===== src/rtl/mmio_uart_ctrl.sv =====
// Memory-map decoder between the core data port, data RAM and NUM_CH UART channels.
// Optional MMIO_UART_IRQ_EN adds a per-channel IRQ_MASK register and registered irq output.
module mmio_uart_ctrl #(
    parameter int unsigned                DATA_WIDTH = 32,
    parameter logic [DATA_WIDTH-1:0]      BASE_ADDR  = 32'h10010024,
    parameter int unsigned                NUM_CH     = 2,
    parameter int unsigned                CH_STRIDE  = 32'h20,
    parameter int unsigned                RX_DEPTH   = 4,
    parameter int unsigned                UART_W     = 8
) (
    input  logic                          clk,
    input  logic                          reset,
    input  logic [DATA_WIDTH-1:0]         Address,
    input  logic [DATA_WIDTH-1:0]         WriteData_in,
    input  logic                          MemWrite,
    output logic [DATA_WIDTH-1:0]         ReadData,
    output logic [DATA_WIDTH-1:0]         RAM_Address,
    output logic [DATA_WIDTH-1:0]         WriteData_out,
    output logic                          RAM_MemWrite,
    input  logic [DATA_WIDTH-1:0]         RAM_ReadData,
    output logic [NUM_CH-1:0]             tx_start,
    output logic [NUM_CH*UART_W-1:0]      tx_data,
    input  logic [NUM_CH-1:0]             tx_busy,
    input  logic [NUM_CH-1:0]             rx_valid,
    input  logic [NUM_CH*UART_W-1:0]      rx_data
`ifdef MMIO_UART_IRQ_EN
    ,
    output logic [NUM_CH-1:0]             irq
`endif
);
    localparam int unsigned PW = $clog2(RX_DEPTH);
    localparam int unsigned CW = PW + 1;
    localparam logic [DATA_WIDTH-1:0] WIN        = DATA_WIDTH'(NUM_CH * CH_STRIDE);
    localparam logic [DATA_WIDTH-1:0] STRIDE     = DATA_WIDTH'(CH_STRIDE);
    localparam logic [DATA_WIDTH-1:0] OFF_TX_CTRL = 'h00;
    localparam logic [DATA_WIDTH-1:0] OFF_TX_DATA = 'h04;
    localparam logic [DATA_WIDTH-1:0] OFF_RX_STAT = 'h08;
    localparam logic [DATA_WIDTH-1:0] OFF_RX_DATA = 'h0C;
    localparam logic [DATA_WIDTH-1:0] OFF_RX_POP  = 'h10;
`ifdef MMIO_UART_IRQ_EN
    localparam logic [DATA_WIDTH-1:0] OFF_IRQ_MSK = 'h14;
`endif

    logic [DATA_WIDTH-1:0] rel;
    logic                  periph_hit;
    logic [DATA_WIDTH-1:0] ch_rdata [NUM_CH];

    // rel wraps to a huge value below BASE_ADDR, so one compare bounds both ends
    assign rel        = Address - BASE_ADDR;
    assign periph_hit = rel < WIN;

    assign RAM_Address   = periph_hit ? '0 : Address;
    assign RAM_MemWrite  = MemWrite & ~periph_hit;
    assign WriteData_out = WriteData_in;

    always_comb begin
        ReadData = '0;
        if (periph_hit) begin
            for (int c = 0; c < int'(NUM_CH); c++)
                ReadData = ReadData | ch_rdata[c];
        end else begin
            ReadData = RAM_ReadData;
        end
    end

    generate
        for (genvar gi = 0; gi < int'(NUM_CH); gi++) begin : gen_ch
            localparam logic [DATA_WIDTH-1:0] LO = DATA_WIDTH'(gi * CH_STRIDE);

            logic [DATA_WIDTH-1:0] loc;
            logic [DATA_WIDTH-1:0] off;
            logic                  sel;
            logic                  wr;
            logic                  tx_start_reg;
            logic                  pending_reg;
            logic [UART_W-1:0]     tx_data_reg;
            logic [UART_W-1:0]     fifo_mem [RX_DEPTH];
            logic [PW-1:0]         wr_ptr_reg;
            logic [PW-1:0]         rd_ptr_reg;
            logic [CW-1:0]         count_reg;
            logic                  overflow_reg;
            logic                  not_empty;
            logic                  full;
            logic                  push;
            logic                  pop_req;
            logic                  push_ok;
            logic                  pop_ok;
            logic [CW-1:0]         count_next;
            logic [DATA_WIDTH-1:0] status;

            assign loc = rel - LO;
            assign off = loc & ~DATA_WIDTH'(3);
            assign sel = periph_hit && (loc < STRIDE);
            assign wr  = sel & MemWrite;

            assign not_empty = (count_reg != '0);
            assign full      = (count_reg == CW'(RX_DEPTH));
            assign push      = rx_valid[gi];
            assign pop_req   = wr && (off == OFF_RX_POP);
            // A pop frees the slot a full-FIFO push needs, so both proceed together
            assign pop_ok    = pop_req & not_empty;
            assign push_ok   = push & (~full | pop_req);

            always_comb begin
                count_next = count_reg;
                if (push_ok & ~pop_ok)
                    count_next = count_reg + CW'(1);
                else if (pop_ok & ~push_ok)
                    count_next = count_reg - CW'(1);
            end

            always_ff @(posedge clk) begin
                if (reset) begin
                    tx_start_reg <= 1'b0;
                    pending_reg  <= 1'b0;
                    tx_data_reg  <= '0;
                    wr_ptr_reg   <= '0;
                    rd_ptr_reg   <= '0;
                    count_reg    <= '0;
                    overflow_reg <= 1'b0;
                end else begin
                    tx_start_reg <= 1'b0;
                    if (pending_reg) begin
                        if (!tx_busy[gi]) begin
                            tx_start_reg <= 1'b1;
                            pending_reg  <= 1'b0;
                        end
                    end else if (wr && (off == OFF_TX_CTRL) && WriteData_in[0]) begin
                        if (tx_busy[gi])
                            pending_reg  <= 1'b1;
                        else
                            tx_start_reg <= 1'b1;
                    end
                    if (wr && (off == OFF_TX_DATA))
                        tx_data_reg <= WriteData_in[UART_W-1:0];
                    if (push_ok)
                        wr_ptr_reg <= wr_ptr_reg + PW'(1);
                    if (pop_ok)
                        rd_ptr_reg <= rd_ptr_reg + PW'(1);
                    count_reg <= count_next;
                    if (pop_req && WriteData_in[1])
                        overflow_reg <= 1'b0;
                    else if (push && full && !pop_req)
                        overflow_reg <= 1'b1;
                end
            end

            always_ff @(posedge clk) begin
                if (push_ok && !reset)
                    fifo_mem[wr_ptr_reg] <= rx_data[gi*UART_W +: UART_W];
            end

`ifdef MMIO_UART_IRQ_EN
            logic [1:0] mask_reg;
            logic       irq_reg;
            always_ff @(posedge clk) begin
                if (reset) begin
                    mask_reg <= '0;
                    irq_reg  <= 1'b0;
                end else begin
                    if (wr && (off == OFF_IRQ_MSK))
                        mask_reg <= WriteData_in[1:0];
                    irq_reg <= (mask_reg[0] & not_empty) | (mask_reg[1] & overflow_reg);
                end
            end
            assign irq[gi] = irq_reg;
`endif

            always_comb begin
                status       = '0;
                status[0]    = not_empty;
                status[1]    = overflow_reg;
                status[8 +: CW] = count_reg;
            end

            always_comb begin
                ch_rdata[gi] = '0;
                if (sel) begin
                    case (off)
                        OFF_TX_CTRL: ch_rdata[gi] = DATA_WIDTH'({tx_busy[gi], pending_reg});
                        OFF_TX_DATA: ch_rdata[gi] = DATA_WIDTH'(tx_data_reg);
                        OFF_RX_STAT: ch_rdata[gi] = status;
                        OFF_RX_DATA: ch_rdata[gi] = not_empty ? DATA_WIDTH'(fifo_mem[rd_ptr_reg]) : '0;
`ifdef MMIO_UART_IRQ_EN
                        OFF_IRQ_MSK: ch_rdata[gi] = DATA_WIDTH'(mask_reg);
`endif
                        default:     ch_rdata[gi] = '0;
                    endcase
                end
            end

            assign tx_start[gi]                  = tx_start_reg;
            assign tx_data[gi*UART_W +: UART_W]  = tx_data_reg;
        end
    endgenerate
endmodule


===== config.mk =====
export PLATFORM = sky130hd
export DESIGN_NAME = mmio_uart_ctrl
export DESIGN_NICKNAME = d
export VERILOG_FILES = /design/src/rtl/mmio_uart_ctrl.sv
export SDC_FILE = /design/constraint.sdc
export NUM_CORES = 1
export LEC_CHECK = 0
export ABC_AREA = 1
export BUFFER_PORTS_ARGS = -buffer_cell sky130_fd_sc_hd__buf_2
export CORE_MARGIN = 2
export CORE_UTILIZATION = 53
export CTS_CLUSTER_SIZE = 12
export DETAILED_ROUTE_END_ITERATION = 8
export PLACE_DENSITY = 0.8
export SYNTH_ARGS = -nofsm -noshare
export SYNTH_HDL_FRONTEND = slang
export SYNTH_SLANG_ARGS = --single-unit
export TNS_END_PERCENT = 30

===== constraint.sdc =====
create_clock -name clk -period 5.8 [get_ports clk]
set_input_delay 1.16 -clock clk [delete_from_list [all_inputs] [get_ports clk]]
set_output_delay 1.16 -clock clk [all_outputs]
set_load 0.05 [all_outputs]

==> Word-level counts from Yosys, hierarchy flattened <==
Memories as Yosys holds them, arrays and structs flattened. A register that Yosys moved wholly into a read port is not among the register bits.
Cells that the tools add are included.
{ "classes": {"addsub": 10, "order_cmp": 3, "n_eq_ne": 10, "muxes": 32, "bitwise_logic": 21, "reduce_logical": 29} }
{ "ops": {"columns": ["cell", "n"], "rows": [
  ["$eq 30x2->1 const B", 4],
  ["$pmux 11 s4", 2],
  ["$logic_not 32->1", 2],
  ["$lt 32x6->1 const B", 2],
  ["$mux 32", 2],
  ["$eq 30x1->1 const B", 2],
  ["$eq 30x3->1 const B", 2],
  ["$lt 32x7->1 const B", 1],
  ["$or 32x32->32", 1],
  ["$sub 32x29->32 const B", 1],
  ["$sub 32x6->32 const B", 1],
  ["$mux 11", 2],
  ["$logic_and 1x1->1", 18],
  ["$mux 1", 16],
  ["$mux 8", 2],
  ["$mux 3", 4],
  ["$and 1x1->1", 11],
  ["$add 2x1->2 const B", 4],
  ["$mux 2", 4],
  ["$not 1->1", 7],
  ["$add 3x1->3 const B", 2],
  ["$eq 3x3->1 const B", 2],
  ["$reduce_bool 3->1", 2],
  ["$sub 3x1->3 const B", 2],
  ["4 further kinds", 9]
]} }
{ "word_totals": {"reg_bits": 36, "mem_bits_rw": 64, "output_inout_bits": 115, "n_memories": 2} }
{ "memory_table": {"columns": ["name", "depth", "word_bits", "read_ports", "rd_clocked_by_memory_dff", "wr", "line_no", "source"], "rows": [
  ["gen_ch[0].fifo_mem", 4, 8, 1, 1, 1, "77", "logic [UART_W-1:0] fifo_mem [RX_DEPTH];"],
  ["gen_ch[1].fifo_mem", 4, 8, 1, 1, 1, "77", null]
]} }

==> Depth between registers and ports, before layout <==
{ "logic_depth": {"ltp_word": 12, "ltp_mapped": 34, "ltp_nobuf": 33} }

==> Worst setup path before layout <==
No wires, ideal clock.
{ "synth_path": {"path_type": "input-to-output", "startpoint": "input port Address[4]", "endpoint": "output port ReadData[3]", "arrival_ps": 3913, "setup_slack_ps": 727, "path_stages": 26, "n_path_buf": 1, "path_cell_list": "inv_1 nand2_4 nand2_4 buf_12 nand2_4 nand2_1 inv_1 ha_1 inv_1 nor2_1 nand3_2 nor2_4 nand2_4 nor2_8 nand3_1 nand2_1 nand2_1 inv_1 nand2_1 nor3_1 nand2_1 nor2_2 nand3_1 o21ai_0 nand2_1 nand4_1"} }
{ "synth_via": {"elab_chain_cells": 7, "word_cells_on_any_way": 21, "classes_between": "add/sub (2); order compare (3); eq/ne (6); mux (5); bitwise (1); reduce/logical (4)"} }
{ "synth_rtl": {"columns": ["item", "line_no", "source"], "rows": [
  ["from (decl)", "13", "input logic [DATA_WIDTH-1:0] Address,"],
  ["$sub 32x29->32 *", "49", "assign rel = Address - BASE_ADDR;"],
  ["$sub 32x6->32", "91", "assign loc = rel - LO;"],
  ["$lt 32x6->1, or another cell as far along", "93", "assign sel = periph_hit && (loc < STRIDE);"],
  ["$logic_and 1x1->1 or $pmux 11 s4 (tied branches)", "93, 179", null],
  ["$mux 11", "178", "if (sel) begin"],
  ["$or 32x32->32", "60", "ReadData = ReadData | ch_rdata[c];"],
  ["$mux 32 *", "58", "if (periph_hit) begin"],
  ["to (decl)", "16", "output logic [DATA_WIDTH-1:0] ReadData,"]
]} }
Every way passes the cells marked *; elsewhere a longest branch is shown, timed or not.

==> Final worst setup path <==
{ "layout_path": {"startpoint": "input port Address[4]", "endpoint": "output port ReadData[4]"} }
Same word-level chain as after synthesis.

==> results.toml <==
[sta]
max_slew_margin_pct = 60.6
min_period_ns = 5.45
setup_viol = 0
drv_slew = 0
finalCritPeriodShare_pct = 93.9
tightest_slew_ns = 0.590
fmaxAchievable_mhz = 184
rsz0062_at_grt = "false"
hold_viol_final = 0
tns_ns = 0
finClkSkew_ns = 0.00629

[layout]
syn_to_final_growth_pct = 15.4
nets = 1399
antenna_cells = 0
largest_reg_flops = 64
fillers = 1394
drive_above_1_share_pct = 24.8
layout.cells.non_filler = 1456

[critical_path]
crit_arrival_ns = 4.29
worst_setup_path_end_kind = "output pin"
cp_max_fo = 12
worstSetupStartpointType = "primary input"
worstSetupPathType = "primary input to output pin"
cp.required_ns = 4.64

[die]
die-area_um2 = 15800
core_area_um2 = 14500
initial_utilization_pct = 54.2
die_h_um = 126
io_pins = 234
placementRows = 44
die_w_um = 126

[detailed_routing]
detail_route.wl_per_cell_um = 15.0
ant_nets = 0
vias_per_cell = 5.39
wl_um = 21800
drc = 0
dr.pass1.iters = 5
initialDrtViolationCount = 713
via_count = 7841

[pwr]
vdd_drop_max_mv = 0.215
cellLeakagePower_nw = 4.22
power-per-cell-area_nw_per_um2 = 206

[clock_network]
clkLatencyLatePin_ns = 0.34
cts_buffers = 9
htreeDepth = 3
clock-root-buffer = "clkbuf_16"
cts.sinks = 104
cts_tree = "built"
clockBufferDepth = 2
clk_pin_slew_ns = 0.07

[global_route]
grt_start_max_net_pins = 34
grt_pass1_wl_um = 34100
grt_pass1_vias = 7043
antenna_found_initial = 0
gr-usage-all-layers_pct = 26.6
overflow = 0

[yosys]
syn_area_um2 = 7870
ys_types = 47
synth_nets = 1262
yosys_register_bits = 104
syn_inst = 1130
synth_edf_count = 64
ys.flop_type = "edfxtp_1"
postSynthAreaPerCell_um2 = 6.97
yosys_warnings = 0
synth-async-reset-ratio_pct = 0
ys_seq_area_share_pct = 34.6

[run_status]
status = "finished clean"

[placed_design]
routabilityCongestion = 0.978
place_hpwl_um = 17500
dp_cells = 1437
portBuffers = 185

[worst_hold_path]
hp-class = "flip-flop to flip-flop"

[flow_run]
cap_violations = 0
==> area by class of cell <==
class                      instances  area, um2  share of cell area (%)
multi-input combinational        781       4110                    45.2
sequential                       104       2720                    30.0
timing repair buffer             202       1080                    11.8
inverter                         169        636                    7.00
tap                              184        230                    2.53
clock buffer                       9        225                    2.48
clock inverter                     7       85.1                   0.937
==> Yosys cell counts, types with 5 or more instances <==
master,number,area share (%)
nand3_1,90,5.7
a32oi_1,6,0.67
a21oi_1,47,3.0
nor2_1,164,7.8
buf_4,35,3.3
nand4_1,27,2.1
nor2_4,14,2.0
clkbuf_1,37,1.8
inv_1,154,7.3
nand3b_1,7,0.67
nor3_2,5,0.64
inv_2,10,0.48
edfxtp_1,64,24
nor3_1,15,0.95
nand3_2,18,2.3
o21ai_1,6,0.38
xnor2_1,5,0.56
o21ai_0,55,3.5
nand2_1,230,11
nand2_2,19,1.5
dfxtp_1,40,10
nor4_1,8,0.64
nor2_2,10,0.79
nand2_4,8,1.1
o22ai_1,8,0.64
ha_1,11,1.7
==> routing by layer <==
| metal | vias to the layer above | GRT usage, % | routed length, um |
|---|---|---|---|
| met1 | 3527 | 35.4 | 9260 |
| met3 | 55 | 3.40 | 1680 |
| met2 | 343 | 45.0 | 10300 |
| met5 | - | 0 | 0 |
| li1 | 3916 | - | - |
| met4 | 0 | 9.11 | 617 |
==> worst max-delay path, cell delays in order <==
cell	delay (ns)
buf_2	0.11
inv_1	0.12
nand2_4	0.13
nand2_8	0.12
nand2_4	0.10
nand2_1	0.05
inv_1	0.06
ha_1	0.14
inv_1	0.06
nor2_1	0.11
nand3_2	0.17
nor2_4	0.17
nand2_4	0.10
inv_2	0.12
nand4_1	0.09
nand2_1	0.10
nand3_1	0.14
inv_1	0.11
nand2_1	0.06
nor3_2	0.17
nand2_2	0.14
nor2_4	0.19
nand3_1	0.09
o21ai_0	0.10
nand2_1	0.07
nand3_1	0.08
clkbuf_4	0.23
==> what timing repair did <==
action                                 CTS  global route
buffers inserted                         0             3
hold buffers                             0             0
gates resized for setup                  0            17
setup endpoints to repair                0            11
endpoints found under the hold margin    0             0
==> cell usage in the layout, fill, tap and decap left out, types with 7 or more instances in the layout <==
master     count
inv_2         10
clkbuf_16      9
o21ai_0       55
nand2_4        7
nand2_2       20
buf_4         19
o22ai_1        8
nor3_1        14
dfxtp_1       40
a21oi_1       47
edfxtp_1      64
nor2_1       164
inv_1        154
buf_2        176
nor2_2         8
nand3_2       18
nand4_1       27
ha_1          11
nand2_1      229
nand3_1       90
clkbuf_4       7
nand3b_1       7
nor2_4        16
nor4_1         8
==> through the flow <==
stage / worst slack (ns) / util, % / instance area (um2) / power, mW / hold slack (ns)
4_1_cts: 0.149 / 62.0 / 9000 / 1.87 / 0.457
2_1_floorplan: 0.727 / - / 7870 / 1.18 / 0.430
6_report: 0.353 / 62.5 / 9080 / 1.87 / 0.460
3_3_place_gp: 0.281 / 59.8 / 8690 / 1.25 / 0.443
5_1_grt: 0.00137 / 62.5 / 9080 / 1.94 / 0.463
3_5_place_dp: 0.167 / 59.8 / 8690 / 1.26 / 0.447
==> path summary, 6_finish.rpt <==
kind / cells past startpoint / slack, ns / from / endpoint
max: 27 / 0.35 / Address[4] / ReadData[4]
min: 2 / 0.46 / gen_ch[1].overflow_reg$_SDFFE_PP0P_ / gen_ch[1].overflow_reg$_SDFFE_PP0P_
max reg2reg: 11 / 3.48 / gen_ch[1].count_reg[0]$_SDFFE_PP0P_ / gen_ch[1].count_reg[2]$_SDFFE_PP0P_
min reg2reg: 2 / 0.46 / gen_ch[1].overflow_reg$_SDFFE_PP0P_ / gen_ch[1].overflow_reg$_SDFFE_PP0P_
==> logic make-up after synthesis <==
group,share of synthesized area [%]
buffers and inverters,13.7
and+or+nand+nor,39.2
xor gates and xnor gates,1.00
adders and majority gates,2.26
AOI/OAI and AO/OA,9.28
DFF,34.6
==> report_power, final <==
part | internal (mW) | switching (mW) | leakage (nW) | total (mW)
Combinational | 0.118 | 0.310 | 3.17 | 0.428
Clock | 0.344 | 0.276 | 0.146 | 0.620
Sequential | 0.809 | 0.0141 | 0.905 | 0.823
Total | 1.27 | 0.600 | 4.22 | 1.87
Note: power is estimated with default switching activity, not from simulation.
